File: config.mk
export PLATFORM = sky130hd
export DESIGN_NAME = nibble_mem_seq_flat
export DESIGN_NICKNAME = d
export VERILOG_FILES = /design/src/rtl/nibble_mem_seq_if.sv /design/src/rtl/nibble_mem_seq.sv /design/src/flat_wrapper.sv
export SDC_FILE = /design/constraint.sdc
export NUM_CORES = 1
export LEC_CHECK = 0
export CORE_MARGIN = 2
export CORE_UTILIZATION = 44
export CTS_BUF_LIST = sky130_fd_sc_hd__clkbuf_2 sky130_fd_sc_hd__clkbuf_4 sky130_fd_sc_hd__clkbuf_8
export CTS_CLUSTER_SIZE = 16
export DETAILED_ROUTE_END_ITERATION = 10
export PLACE_DENSITY = 0.77
export SYNTH_ARGS = -nofsm -noshare
export SYNTH_HDL_FRONTEND = slang
export SYNTH_SLANG_ARGS = --single-unit
File: constraint.sdc
create_clock -name clk -period 1.9 [get_ports clk]
set_input_delay 0.38 -clock clk [delete_from_list [all_inputs] [get_ports clk]]
set_output_delay 0.38 -clock clk [all_outputs]
set_load 0.03 [all_outputs]
File: src/rtl/nibble_mem_seq_if.sv
// Request/response bus between a client and the nibble_mem random-access sequencer.
interface nibble_mem_seq_if #(
   parameter int unsigned AW = 6,
   parameter int unsigned DW = 4
);
   logic          req_valid;
   logic          req_ready;
   logic          req_write;
   logic [AW-1:0] req_addr;
   logic [DW-1:0] req_data;
   logic          rsp_valid;
   logic [DW-1:0] rsp_data;

   // Client side: issues requests, receives completions
   modport master (
      output req_valid, req_write, req_addr, req_data,
      input  req_ready, rsp_valid, rsp_data
   );

   // Sequencer side
   modport slave (
      input  req_valid, req_write, req_addr, req_data,
      output req_ready, rsp_valid, rsp_data
   );
endinterface

File: src/rtl/nibble_mem_seq.sv
// Random-access sequencer for nibble_mem: steers the relative cursor to an
// absolute address with next/prev pulses, then stores or samples dout.
// Optional macro NIBBLE_SEQ_SHORTEST_PATH_EN enables bidirectional
// shortest-path steering; without it the cursor only moves forward.
module nibble_mem_seq #(
   parameter int unsigned AW = 6,
   parameter int unsigned DW = 4
) (
   input  logic          clk,
   input  logic          rst,
   nibble_mem_seq_if.slave bus,
   output logic          mem_rst_n,
   output logic [DW-1:0] mem_din,
   output logic          mem_store,
   output logic          mem_next,
   output logic          mem_prev,
   input  logic [DW-1:0] mem_dout,
   input  logic [AW-1:0] mem_addr
);

   localparam int unsigned HALF = 2 ** (AW - 1);

   typedef enum logic [2:0] {
      S_IDLE,
      S_MOVE_PULSE,
      S_MOVE_GAP,
      S_SETTLE,
      S_STORE,
      S_STORE_GAP,
      S_RESP
   } state_t;

   state_t        r_state,     w_state;
   logic          r_write,     w_write;
   logic [DW-1:0] r_data,      w_data;
   logic [AW-1:0] r_cnt,       w_cnt;
   logic          r_req_ready, w_req_ready;
   logic          r_rsp_valid, w_rsp_valid;
   logic [DW-1:0] r_rsp_data,  w_rsp_data;
   logic          r_mem_store, w_mem_store;
   logic          r_mem_next,  w_mem_next;
   logic [AW-1:0] w_d;
`ifdef NIBBLE_SEQ_SHORTEST_PATH_EN
   logic          r_dir_prev,  w_dir_prev;
   logic          r_mem_prev,  w_mem_prev;
`endif

   assign mem_rst_n     = ~rst;
   assign mem_din       = r_data;
   assign mem_store     = r_mem_store;
   assign mem_next      = r_mem_next;
`ifdef NIBBLE_SEQ_SHORTEST_PATH_EN
   assign mem_prev      = r_mem_prev;
`else
   assign mem_prev      = 1'b0;
`endif
   assign bus.req_ready = r_req_ready;
   assign bus.rsp_valid = r_rsp_valid;
   assign bus.rsp_data  = r_rsp_data;

   // State and registered outputs
   always_ff @(posedge clk) begin
      if (rst) begin
         r_state     <= S_IDLE;
         r_write     <= 1'b0;
         r_data      <= '0;
         r_cnt       <= '0;
         r_req_ready <= 1'b1;
         r_rsp_valid <= 1'b0;
         r_rsp_data  <= '0;
         r_mem_store <= 1'b0;
         r_mem_next  <= 1'b0;
`ifdef NIBBLE_SEQ_SHORTEST_PATH_EN
         r_dir_prev  <= 1'b0;
         r_mem_prev  <= 1'b0;
`endif
      end else begin
         r_state     <= w_state;
         r_write     <= w_write;
         r_data      <= w_data;
         r_cnt       <= w_cnt;
         r_req_ready <= w_req_ready;
         r_rsp_valid <= w_rsp_valid;
         r_rsp_data  <= w_rsp_data;
         r_mem_store <= w_mem_store;
         r_mem_next  <= w_mem_next;
`ifdef NIBBLE_SEQ_SHORTEST_PATH_EN
         r_dir_prev  <= w_dir_prev;
         r_mem_prev  <= w_mem_prev;
`endif
      end
   end

   // Next state; outputs are decoded from the next state so they register cleanly
   always_comb begin
      w_state    = r_state;
      w_write    = r_write;
      w_data     = r_data;
      w_cnt      = r_cnt;
      w_rsp_data = r_rsp_data;
      w_d        = AW'(bus.req_addr - mem_addr);
`ifdef NIBBLE_SEQ_SHORTEST_PATH_EN
      w_dir_prev = r_dir_prev;
`endif

      case (r_state)
         S_IDLE: begin
            if (bus.req_valid && r_req_ready) begin
               w_write = bus.req_write;
               w_data  = bus.req_data;
`ifdef NIBBLE_SEQ_SHORTEST_PATH_EN
               // Tie at exactly half the ring resolves forward
               if (w_d > AW'(HALF)) begin
                  w_dir_prev = 1'b1;
                  w_cnt      = AW'(0) - w_d;
               end else begin
                  w_dir_prev = 1'b0;
                  w_cnt      = w_d;
               end
`else
               w_cnt = w_d;
`endif
               if (w_d != '0)          w_state = S_MOVE_PULSE;
               else if (bus.req_write) w_state = S_STORE;
               else                    w_state = S_SETTLE;
            end
         end
         S_MOVE_PULSE: begin
            w_cnt   = r_cnt - AW'(1);
            w_state = S_MOVE_GAP;
         end
         S_MOVE_GAP: begin
            if (r_cnt != '0)  w_state = S_MOVE_PULSE;
            else if (r_write) w_state = S_STORE;
            else              w_state = S_SETTLE;
         end
         S_SETTLE: begin
            w_rsp_data = mem_dout;
            w_state    = S_RESP;
         end
         S_STORE:     w_state = S_STORE_GAP;
         S_STORE_GAP: begin
            w_rsp_data = r_data;
            w_state    = S_RESP;
         end
         S_RESP:  w_state = S_IDLE;
         default: w_state = S_IDLE;
      endcase

      w_req_ready = (w_state == S_IDLE);
      w_rsp_valid = (w_state == S_RESP);
      w_mem_store = (w_state == S_STORE);
`ifdef NIBBLE_SEQ_SHORTEST_PATH_EN
      w_mem_next  = (w_state == S_MOVE_PULSE) && !w_dir_prev;
      w_mem_prev  = (w_state == S_MOVE_PULSE) &&  w_dir_prev;
`else
      w_mem_next  = (w_state == S_MOVE_PULSE);
`endif
   end

endmodule

File: src/flat_wrapper.sv
// flat-port wrapper written by rule: the top's interface ports become plain ports
module nibble_mem_seq_flat 
#(
   parameter int unsigned AW = 6,
   parameter int unsigned DW = 4
)
  (clk, rst, mem_rst_n, mem_din, mem_store, mem_next, mem_prev, mem_dout, mem_addr, bus_req_valid, bus_req_write, bus_req_addr, bus_req_data, bus_req_ready, bus_rsp_valid, bus_rsp_data);
  nibble_mem_seq_if #(.AW(AW), .DW(DW)) bus_i ();
  input  logic clk;
  input  logic rst;
  output logic mem_rst_n;
  output logic [DW-1:0] mem_din;
  output logic mem_store;
  output logic mem_next;
  output logic mem_prev;
  input  logic [DW-1:0] mem_dout;
  input  logic [AW-1:0] mem_addr;
  input wire logic [$bits(bus_i.req_valid)-1:0] bus_req_valid;
  input wire logic [$bits(bus_i.req_write)-1:0] bus_req_write;
  input wire logic [$bits(bus_i.req_addr)-1:0] bus_req_addr;
  input wire logic [$bits(bus_i.req_data)-1:0] bus_req_data;
  output wire logic [$bits(bus_i.req_ready)-1:0] bus_req_ready;
  output wire logic [$bits(bus_i.rsp_valid)-1:0] bus_rsp_valid;
  output wire logic [$bits(bus_i.rsp_data)-1:0] bus_rsp_data;
  assign bus_i.req_valid = bus_req_valid;
  assign bus_i.req_write = bus_req_write;
  assign bus_i.req_addr = bus_req_addr;
  assign bus_i.req_data = bus_req_data;
  assign bus_req_ready = bus_i.req_ready;
  assign bus_rsp_valid = bus_i.rsp_valid;
  assign bus_rsp_data = bus_i.rsp_data;
  nibble_mem_seq #(.AW(AW), .DW(DW)) u_core (.clk(clk), .rst(rst), .bus(bus_i), .mem_rst_n(mem_rst_n), .mem_din(mem_din), .mem_store(mem_store), .mem_next(mem_next), .mem_prev(mem_prev), .mem_dout(mem_dout), .mem_addr(mem_addr));
endmodule
=== Yosys cells after proc, flatten, opt, wreduce, memory -nomap -nowiden ===
Cells that the tools add are included.

* Add/subtract/negate cells: 2
* Eq/ne operators: 9
* Muxes and demuxes: 9
* Bitwise operators: 1
* Reductions and logical operators: 10

{| class="wikitable"
|+ Operators with widths
! operator !! count
|-
| $mux 3 || 5
|-
| $pmux 3 s5 || 1
|-
| $eq 3x3->1 const B || 4
|-
| $pmux 6 s2 || 1
|-
| $reduce_bool 6->1 || 2
|-
| $pmux 4 s2 || 1
|-
| $eq 3x1->1 const B || 2
|-
| $eq 3x2->1 const B || 2
|-
| $logic_not 3->1 || 2
|-
| $mux 6 || 1
|-
| $sub 6x1->6 const B || 1
|-
| $sub 6x6->6 || 1
|-
| $reduce_and 2->1 || 2
|-
| $reduce_bool 2->1 || 2
|-
| $ne 2x1->1 const B || 1
|-
| $reduce_or 2->1 || 1
|-
| $logic_and 1x1->1 || 1
|-
| $not 1->1 || 1
|}

* Register bits after elaboration: 22
* Bits of input ports: 24
* Output and inout bits: 14
* Logic and storage cells: 40

=== Longest topological paths before layout ===
Gate-level depths: netlist (run 1).

* Depth after elaboration: 6
* Mapped depth: 9

=== Worst setup path after synthesis (run 1) ===
No wires, ideal clock.

* Path kind: input to register
* Start: input port bus_req_addr[0]
* End: register u_core.r_mem_store (netlist: u_core.mem_store)
* Arrival time: 1.962 ns
* Required time: 1.821 ns
* Path slack: -0.141 ns
* Cell stages on the path: 9
* Path buffers: 0
* Cell sequence: inv_1 ha_1 fa_1 xnor2_1 nor3b_1 mux2i_1 nor4_4 nand3_2 a211oi_2

* Word-level cells in the longest chain between the ends: 6

{| class="wikitable"
|+ RTL lines
! what !! RTL line !! source
|-
| start: declaration || flat_wrapper.sv:20 || <nowiki>input wire logic [$bits(bus_i.req_addr)-1:0] bus_req_addr;</nowiki>
|-
| $sub 6x6->6 || nibble_mem_seq.sv:101 || <nowiki>w_d = AW'(bus.req_addr - mem_addr);</nowiki>
|-
| $reduce_bool 6->1 || nibble_mem_seq.sv:123 || <nowiki>if (w_d != '0) w_state = S_MOVE_PULSE;</nowiki>
|-
| $mux 3 || nibble_mem_seq.sv:123 ||
|-
| $mux 3 || nibble_mem_seq.sv:108 || <nowiki>if (bus.req_valid && r_req_ready) begin</nowiki>
|-
| $pmux 3 s5 || nibble_mem_seq.sv:106 || <nowiki>case (r_state)</nowiki>
|-
| $eq 3x3->1 || nibble_mem_seq.sv:152 || <nowiki>w_mem_store = (w_state == S_STORE);</nowiki>
|-
| end signal: assignment || nibble_mem_seq.sv:85 || <nowiki>r_mem_store <= w_mem_store;</nowiki>
|-
| end: declaration || nibble_mem_seq.sv:40 || <nowiki>logic r_mem_store, w_mem_store;</nowiki>
|}

No other way between the ends.
A chain may end at the register's enable or synchronous reset.

=== Final worst setup path (run 1) ===
Ends and elaborated chain as after synthesis.

==> reports/metrics.cfg, run 1 <==
[run_status]
status = finished with violations
violations = negative setup slack

[yosys]
synth_compound_area_share_pct = 23.58
synth_fa_ha_area_share_pct = 7.315
synth_top_family_by_area = simple AND/OR/NAND/NOR gates
async_flop_share_pct = 0
synth-main-ff-cell = dfxtp_1
synth.largest_area_cell = dfxtp_1
ys_seq_elements = 22
mappedNetlistArea_um2 = 1300
synth_nets = 197
synth-simple-area-share_pct = 25.12
synth.top_cell.area_share_pct = 33.88
synth.top_cells.by_area = dfxtp_1 (34%), a21oi_1 (8.5%), nand2_1 (6.4%), ha_1 (5.8%), nor2_1 (4.3%)
syn_avg_cell_area_um2 = 7.831
synth_edf_count = 0
yosys_warnings = 0
synthXorXnorAreaFrac_pct = 2.695
synthMuxAreaShare_pct = 1.540
synth_cells = 166
yosysUniqueCellTypes = 44
seq_area_frac_synth_pct = 33.88

[layout]
antennaDiodeCount = 0
syn2layout_area_growth_pct = 51.49
layout.nets = 246
stdcell_area_um2 = 1969
drive_gt1_share_pct = 22.43
fillerInstances = 232

[global_routing]
grt_pass1_wl_mm = 5.754
gr-total-overflow = 0
grt_max_degree = 19
track_usage_pct = 21.51
antenna_found_initial = 0
grt_pass1_vias = 1309

[drt]
vias = 1397
final_antenna_net_count = 0
drc_errors = 0
wl_per_cell_um = 14.44
firstDrtPassIters = 4
via_per_inst = 5.702
drt_iter0_drc = 66
routed_wl_mm = 3.537

[critical_path]
end_kind = flop
critPathLaunchType = primary input
rrSetupSlack_ps = 250
r2r-end = u_core.mem_next
critPathRequiredTime_ps = 2140
crit_arrival_ps = 2210
crit_type = in2reg
cp_max_fo = 4
rr_startpoint = u_core.r_cnt[3]
crit_path_start = bus_req_addr[0]
r2r.worst_path.cells = 6

[power_and_ir_drop]
power_density_nw_per_um2 = 837.4
sequentialPowerShare_pct = 38.0
peakVddDrop_v = 0.0006724
intPower_mw = 1.007
switchingPower_uw = 642.1
p_leak_nw = 0.8118
power_frac_comb_pct = 46.0
clkPwrFrac_pct = 16.0
swShare_pct = 38.94

[hold_path]
min_to = u_core.mem_din[3]
hold_path_class = reg2reg
whs_path_depth = 2
min_from = u_core.mem_din[3]

[timing]
fin_tns_setup_ps = -147.7
slew_headroom_pct = 58.96
setup_ws_ps = -76.01
finalSetupViolations = 3
final_hold_viol_count = 0
slew_violations = 0
fin_skew_ps = 2.941
max_freq_ghz = 0.5061
rsz0062_at_grt = true
min_period_over_period_pct = 104.0
final.min_clock_period_ps = 1976
worst_pin_slew_ps = 611.4

[run]
cap_violations = 0

[placement]
dp.final_hpwl_mm = 2.636
io_buffer_count = 36
placed_cell_area_um2 = 1813
gp_congestion = 0.8346

[clocking]
cts.sinks = 22
path_clk_slew_ps = 130
cts_tree = done
numCtsBuffers = 3
cts_htree_levels = 1
clockBufferDepth = 2
clk_latency_ps = 310
cts-root-buf = clkbuf_4

[floorplanning]
chipWidth_um = 58.36
rows = 19
die_h_um = 58.36
initial_core_util_pct = 46.74
io_pins = 38
core_um2 = 2781
dieArea_um2 = 3405

-- how the worst max path moves through the flow --
| stage | to | slack, ps | depth (start not counted) |
|---|---|---|---|
| final | u_core.mem_store | -80 | 10 |
| after global routing | u_core.mem_store | -140 | 10 |
| after CTS | u_core.r_state[1] | -230 | 10 |
| after detailed placement | u_core.mem_store | -950 | 10 |
| after global placement | u_core.mem_store | -820 | 10 |
| after floorplan | u_core.mem_store | -90 | 9 |
-- placed cells by master, fill, tap and decap left out, types with 2 or more instances in the layout --
cell              n
nor3b_2           2
dlymetal6s2s_1    4
ha_4              4
nand3_1           9
a21oi_2           2
nand2_1          21
buf_4            15
o21ai_1           3
dfxtp_1          22
a21oi_1          21
clkbuf_4          3
nor2b_1           3
clkdlybuf4s50_1  25
nor2_1           15
inv_1             8
inv_2             2
o21a_1            4
nand2b_1          3
a221oi_1          2
buf_6             2
o21ai_0           4
dlygate4sd2_1     2
-- worst max-delay path: stages --
cell and delay, ps:
buf_8 90, inv_12 30, ha_4 140, fa_2 560, nand2_4 80, nor3b_2 190, mux2i_2 120, nor4_4 260
nand3_2 120, a211oi_2 240
-- registers in the layout (all words and copies together), names as in the netlist --
| signal | cells |
|---|---|
| u_core.r_state | 3 |
| u_core.r_write | 1 |
| u_core.mem_store | 1 |
| u_core.bus.rsp_data | 4 |
| u_core.mem_din | 4 |
| u_core.bus.rsp_valid | 1 |
| u_core.r_cnt | 6 |
| u_core.mem_next | 1 |
| u_core.bus.req_ready | 1 |
-- power groups by stage --
stage / logic, mW / clock network [mW] / registers [mW]
6_report: 0.759 / 0.264 / 0.626
3_3_place_gp: 0.676 / 0 / 0.629
2_1_floorplan: 0.395 / 0 / 0.663
5_1_grt: 0.832 / 0.283 / 0.639
3_5_place_dp: 0.698 / 0 / 0.634
4_1_cts: 0.723 / 0.263 / 0.623
-- cell type report --
| cell class | instances | area (um2) | share of cell area, % |
|---|---|---|---|
| timing repair buffer | 51 | 483.0 | 24.52 |
| multi-input combinational | 126 | 917.1 | 46.57 |
| inverter | 11 | 53.80 | 2.732 |
| clock buffer | 4 | 36.28 | 1.842 |
| sequential | 22 | 440.4 | 22.36 |
| tap | 31 | 38.79 | 1.970 |
-- layer usage --
layer  global-route usage (%)  part of all wire (%)  up-vias
li1                         -                     -      675
met1                    27.85                    43      664
met2                    36.92                    51       48
met3                    3.077                   4.2       10
met4                    6.645                   2.5        0
met5                        0                     0        -
-- logic make-up after synthesis --
logic type / after synthesis
muxes: 2
AOI/OAI and AO/OA: 48
buffers and inverters: 18
xor gates and xnor gates: 4
other: 1
adders and majority gates: 7
DFF: 22
and+or+nand+nor: 64
-- per-stage QoR --
| step | util (%) | instances | power (mW) | hold slack [ps] | worst slack (ps) |
|---|---|---|---|---|---|
| floorplan | - | 166 | 1.058 | 445.7 | -86.23 |
| finish | 70.81 | 245 | 1.649 | 488.4 | -76.01 |
| CTS | 68.20 | 245 | 1.609 | 482.9 | -230.7 |
| global placement | 65.18 | 241 | 1.305 | 464.3 | -823.9 |
| detailed placement | 65.18 | 241 | 1.332 | 469.2 | -946.6 |
| global route | 70.81 | 245 | 1.754 | 519.0 | -143.2 |
-- synthesized netlist by cell type, drive strengths merged (2+ instances only) --
cell type,number
mux2i,2
nand3,10
inv,11
a221oi,2
o21a,4
dfxtp,22
nand2b,3
xnor2,2
nand2,22
ha,6
o21ai,8
nor2,15
a21oi,23
clkbuf,5
xor2,2
nor3b,2
buf,2
nor3,2
nor2b,3
-- what timing repair did --
item                                    in CTS  in global routing
endpoints found under the hold margin        0                  0
setup buffers                                0                  0
resized for setup                           24                 19
hold buffers                                 0                  0
endpoints found under the setup margin       6                  6
pin swaps                                   10                 14
Note: power is estimated with default switching activity, not from simulation.
==> run 2: changes to the inputs <==
--- a/config.mk
+++ b/config.mk
@@ -5,6 +5,7 @@
 export SDC_FILE = /design/constraint.sdc
 export NUM_CORES = 1
 export LEC_CHECK = 0
+export CAP_MARGIN = 10
 export CORE_MARGIN = 2
 export CORE_UTILIZATION = 44
 export CTS_BUF_LIST = sky130_fd_sc_hd__clkbuf_2 sky130_fd_sc_hd__clkbuf_4 sky130_fd_sc_hd__clkbuf_8
==> results of run 2 <==
The final DEF is identical to that of run 1; final timing and power are the same.
==> run 3: changes to the inputs <==
--- a/config.mk
+++ b/config.mk
@@ -7,11 +7,11 @@
 export LEC_CHECK = 0
 export CAP_MARGIN = 10
 export CORE_MARGIN = 2
-export CORE_UTILIZATION = 44
+export CORE_UTILIZATION = 49
 export CTS_BUF_LIST = sky130_fd_sc_hd__clkbuf_2 sky130_fd_sc_hd__clkbuf_4 sky130_fd_sc_hd__clkbuf_8
 export CTS_CLUSTER_SIZE = 16
 export DETAILED_ROUTE_END_ITERATION = 10
-export PLACE_DENSITY = 0.77
+export PLACE_DENSITY = 0.81
 export SYNTH_ARGS = -nofsm -noshare
 export SYNTH_HDL_FRONTEND = slang
 export SYNTH_SLANG_ARGS = --single-unit
==> constraint.sdc (replaced) <==
create_clock -name clk -period 2.1 [get_ports clk]
set_input_delay 0.42 -clock clk [delete_from_list [all_inputs] [get_ports clk]]
set_output_delay 0.42 -clock clk [all_outputs]
set_load 0.03 [all_outputs]
==> reports/metrics.cfg, run 3 (synthesis gave the netlist of run 1 again) <==
[power_and_ir_drop]
peakVddDrop_v = 0.0007325
p_leak_nw = 0.8318
power_density_nw_per_um2 = 753.9

[floorplanning]
dieArea_um2 = 3081
core_um2 = 2500
initial_core_util_pct = 52.00
die_h_um = 55.51
rows = 18
chipWidth_um = 55.51
io_pins = 38

[drt]
wl_per_cell_um = 14.25
drc_errors = 0
routed_wl_mm = 3.548
via_per_inst = 5.727
final_antenna_net_count = 0
vias = 1426
drt_iter0_drc = 45
firstDrtPassIters = 4

[timing]
fin_skew_ps = 7.080
worst_pin_slew_ps = 577.2
final.min_clock_period_ps = 2052
finalSetupViolations = 0
slew_violations = 0
slew_headroom_pct = 61.26
rsz0062_at_grt = false
setup_ws_ps = 48.25
fin_hold_ws_ps = 495.2
fin_tns_setup_ps = 0
max_freq_ghz = 0.4874
final_hold_viol_count = 0
min_period_over_period_pct = 97.70

[critical_path]
crit_type = in2out
end_kind = output port
cp_max_fo = 2
critPathLaunchType = primary input
critPathRequiredTime_ps = 1680
crit_arrival_ps = 1630

[clocking]
cts-root-buf = clkbuf_4
clk_latency_ps = 310
path_clk_slew_ps = 120
clockBufferDepth = 2
cts_tree = done
cts.sinks = 22
numCtsBuffers = 3
cts_htree_levels = 1
hold_buffers = 0

[global_routing]
grt_use_met1_pct = 29.34
grtUsageMet2_pct = 40.14
grt_pass1_wl_mm = 5.968
grt_max_degree = 19
antenna_found_initial = 0
grt.busiest_layer = met2
track_usage_pct = 23.94
grt_pass1_vias = 1350
met3_usage_pct = 5.621
gr-total-overflow = 0

[placement]
dp_cells = 242
pre_cts_slack_ps = -710.8
dp.final_hpwl_mm = 2.632
placed_cell_area_um2 = 1794
io_buffer_count = 36
gp_congestion = 0.8313

[layout]
fillerInstances = 177
layout_commonest_cell = clkdlybuf4s50_1
layout.nets = 251
antennaDiodeCount = 0
final_cell_mix = clkdlybuf4s50_1 (26), dfxtp_1 (22), nand2_1 (21), a21oi_1 (21), buf_4 (19)
largest_register_ffs = 6
regMostFlops = u_core.r_cnt
layoutNonFillerInstCount = 249
drive_gt1_share_pct = 22.83
stdcell_area_um2 = 1971
syn2layout_area_growth_pct = 51.59

[hold_path]
hold_path_class = reg2reg

[run_status]
status = finished clean

[run]
cap_violations = 0

run 3: critical path, cell delays in order:
cell	delay [ps]
clkdlybuf4s50_1	410
inv_1	120
clkdlybuf4s50_1	680
run 3: metrics by stage:
step           total power [mW]  util (%)
6_report                  1.486     78.83
5_1_grt                   1.582     78.83
4_1_cts                   1.461     76.88
3_5_place_dp              1.194     71.77
3_3_place_gp              1.166     71.77
2_1_floorplan            0.9501         -
run 3: metal layers:
metal / share of wire, % / vias to the layer above / wire length, um
met3: 7.3 / 15 / 259
met4: 3.0 / 0 / 108
li1: - / 692 / -
met1: 40 / 657 / 1426
met2: 49 / 62 / 1753
met5: 0 / - / 0
run 3: layout make-up:
type | count | area [um2] | area share (%)
clock buffer | 4 | 36.28 | 1.841
inverter | 11 | 41.29 | 2.095
multi-input combinational | 126 | 895.9 | 45.46
sequential | 22 | 440.4 | 22.35
tap | 30 | 37.54 | 1.905
timing repair buffer | 56 | 519.2 | 26.35
run 3: worst paths after layout:
| path | start | end | slack (ps) | cells after the start |
|---|---|---|---|---|
| min reg2reg | u_core.mem_din[0] | u_core.mem_din[0] | 500 | 2 |
| max | rst | mem_rst_n | 50 | 3 |
| max reg2reg | u_core.r_state[1] | u_core.r_cnt[4] | 480 | 6 |
| min | u_core.mem_din[0] | u_core.mem_din[0] | 500 | 2 |
run 3: timing repair:
item / 4_1_cts / 5_1_grt
setup buffers: 2 / 1
setup endpoints to repair: 6 / 5
pin swaps: 13 / 6
resized for setup: 29 / 17
run 3: power by group:
group          internal [mW]  switching (mW)  leakage (nW)  total, mW
logic                  0.314           0.382         0.631      0.696
clock network          0.106           0.128        0.0210      0.234
registers              0.491          0.0647         0.180      0.555
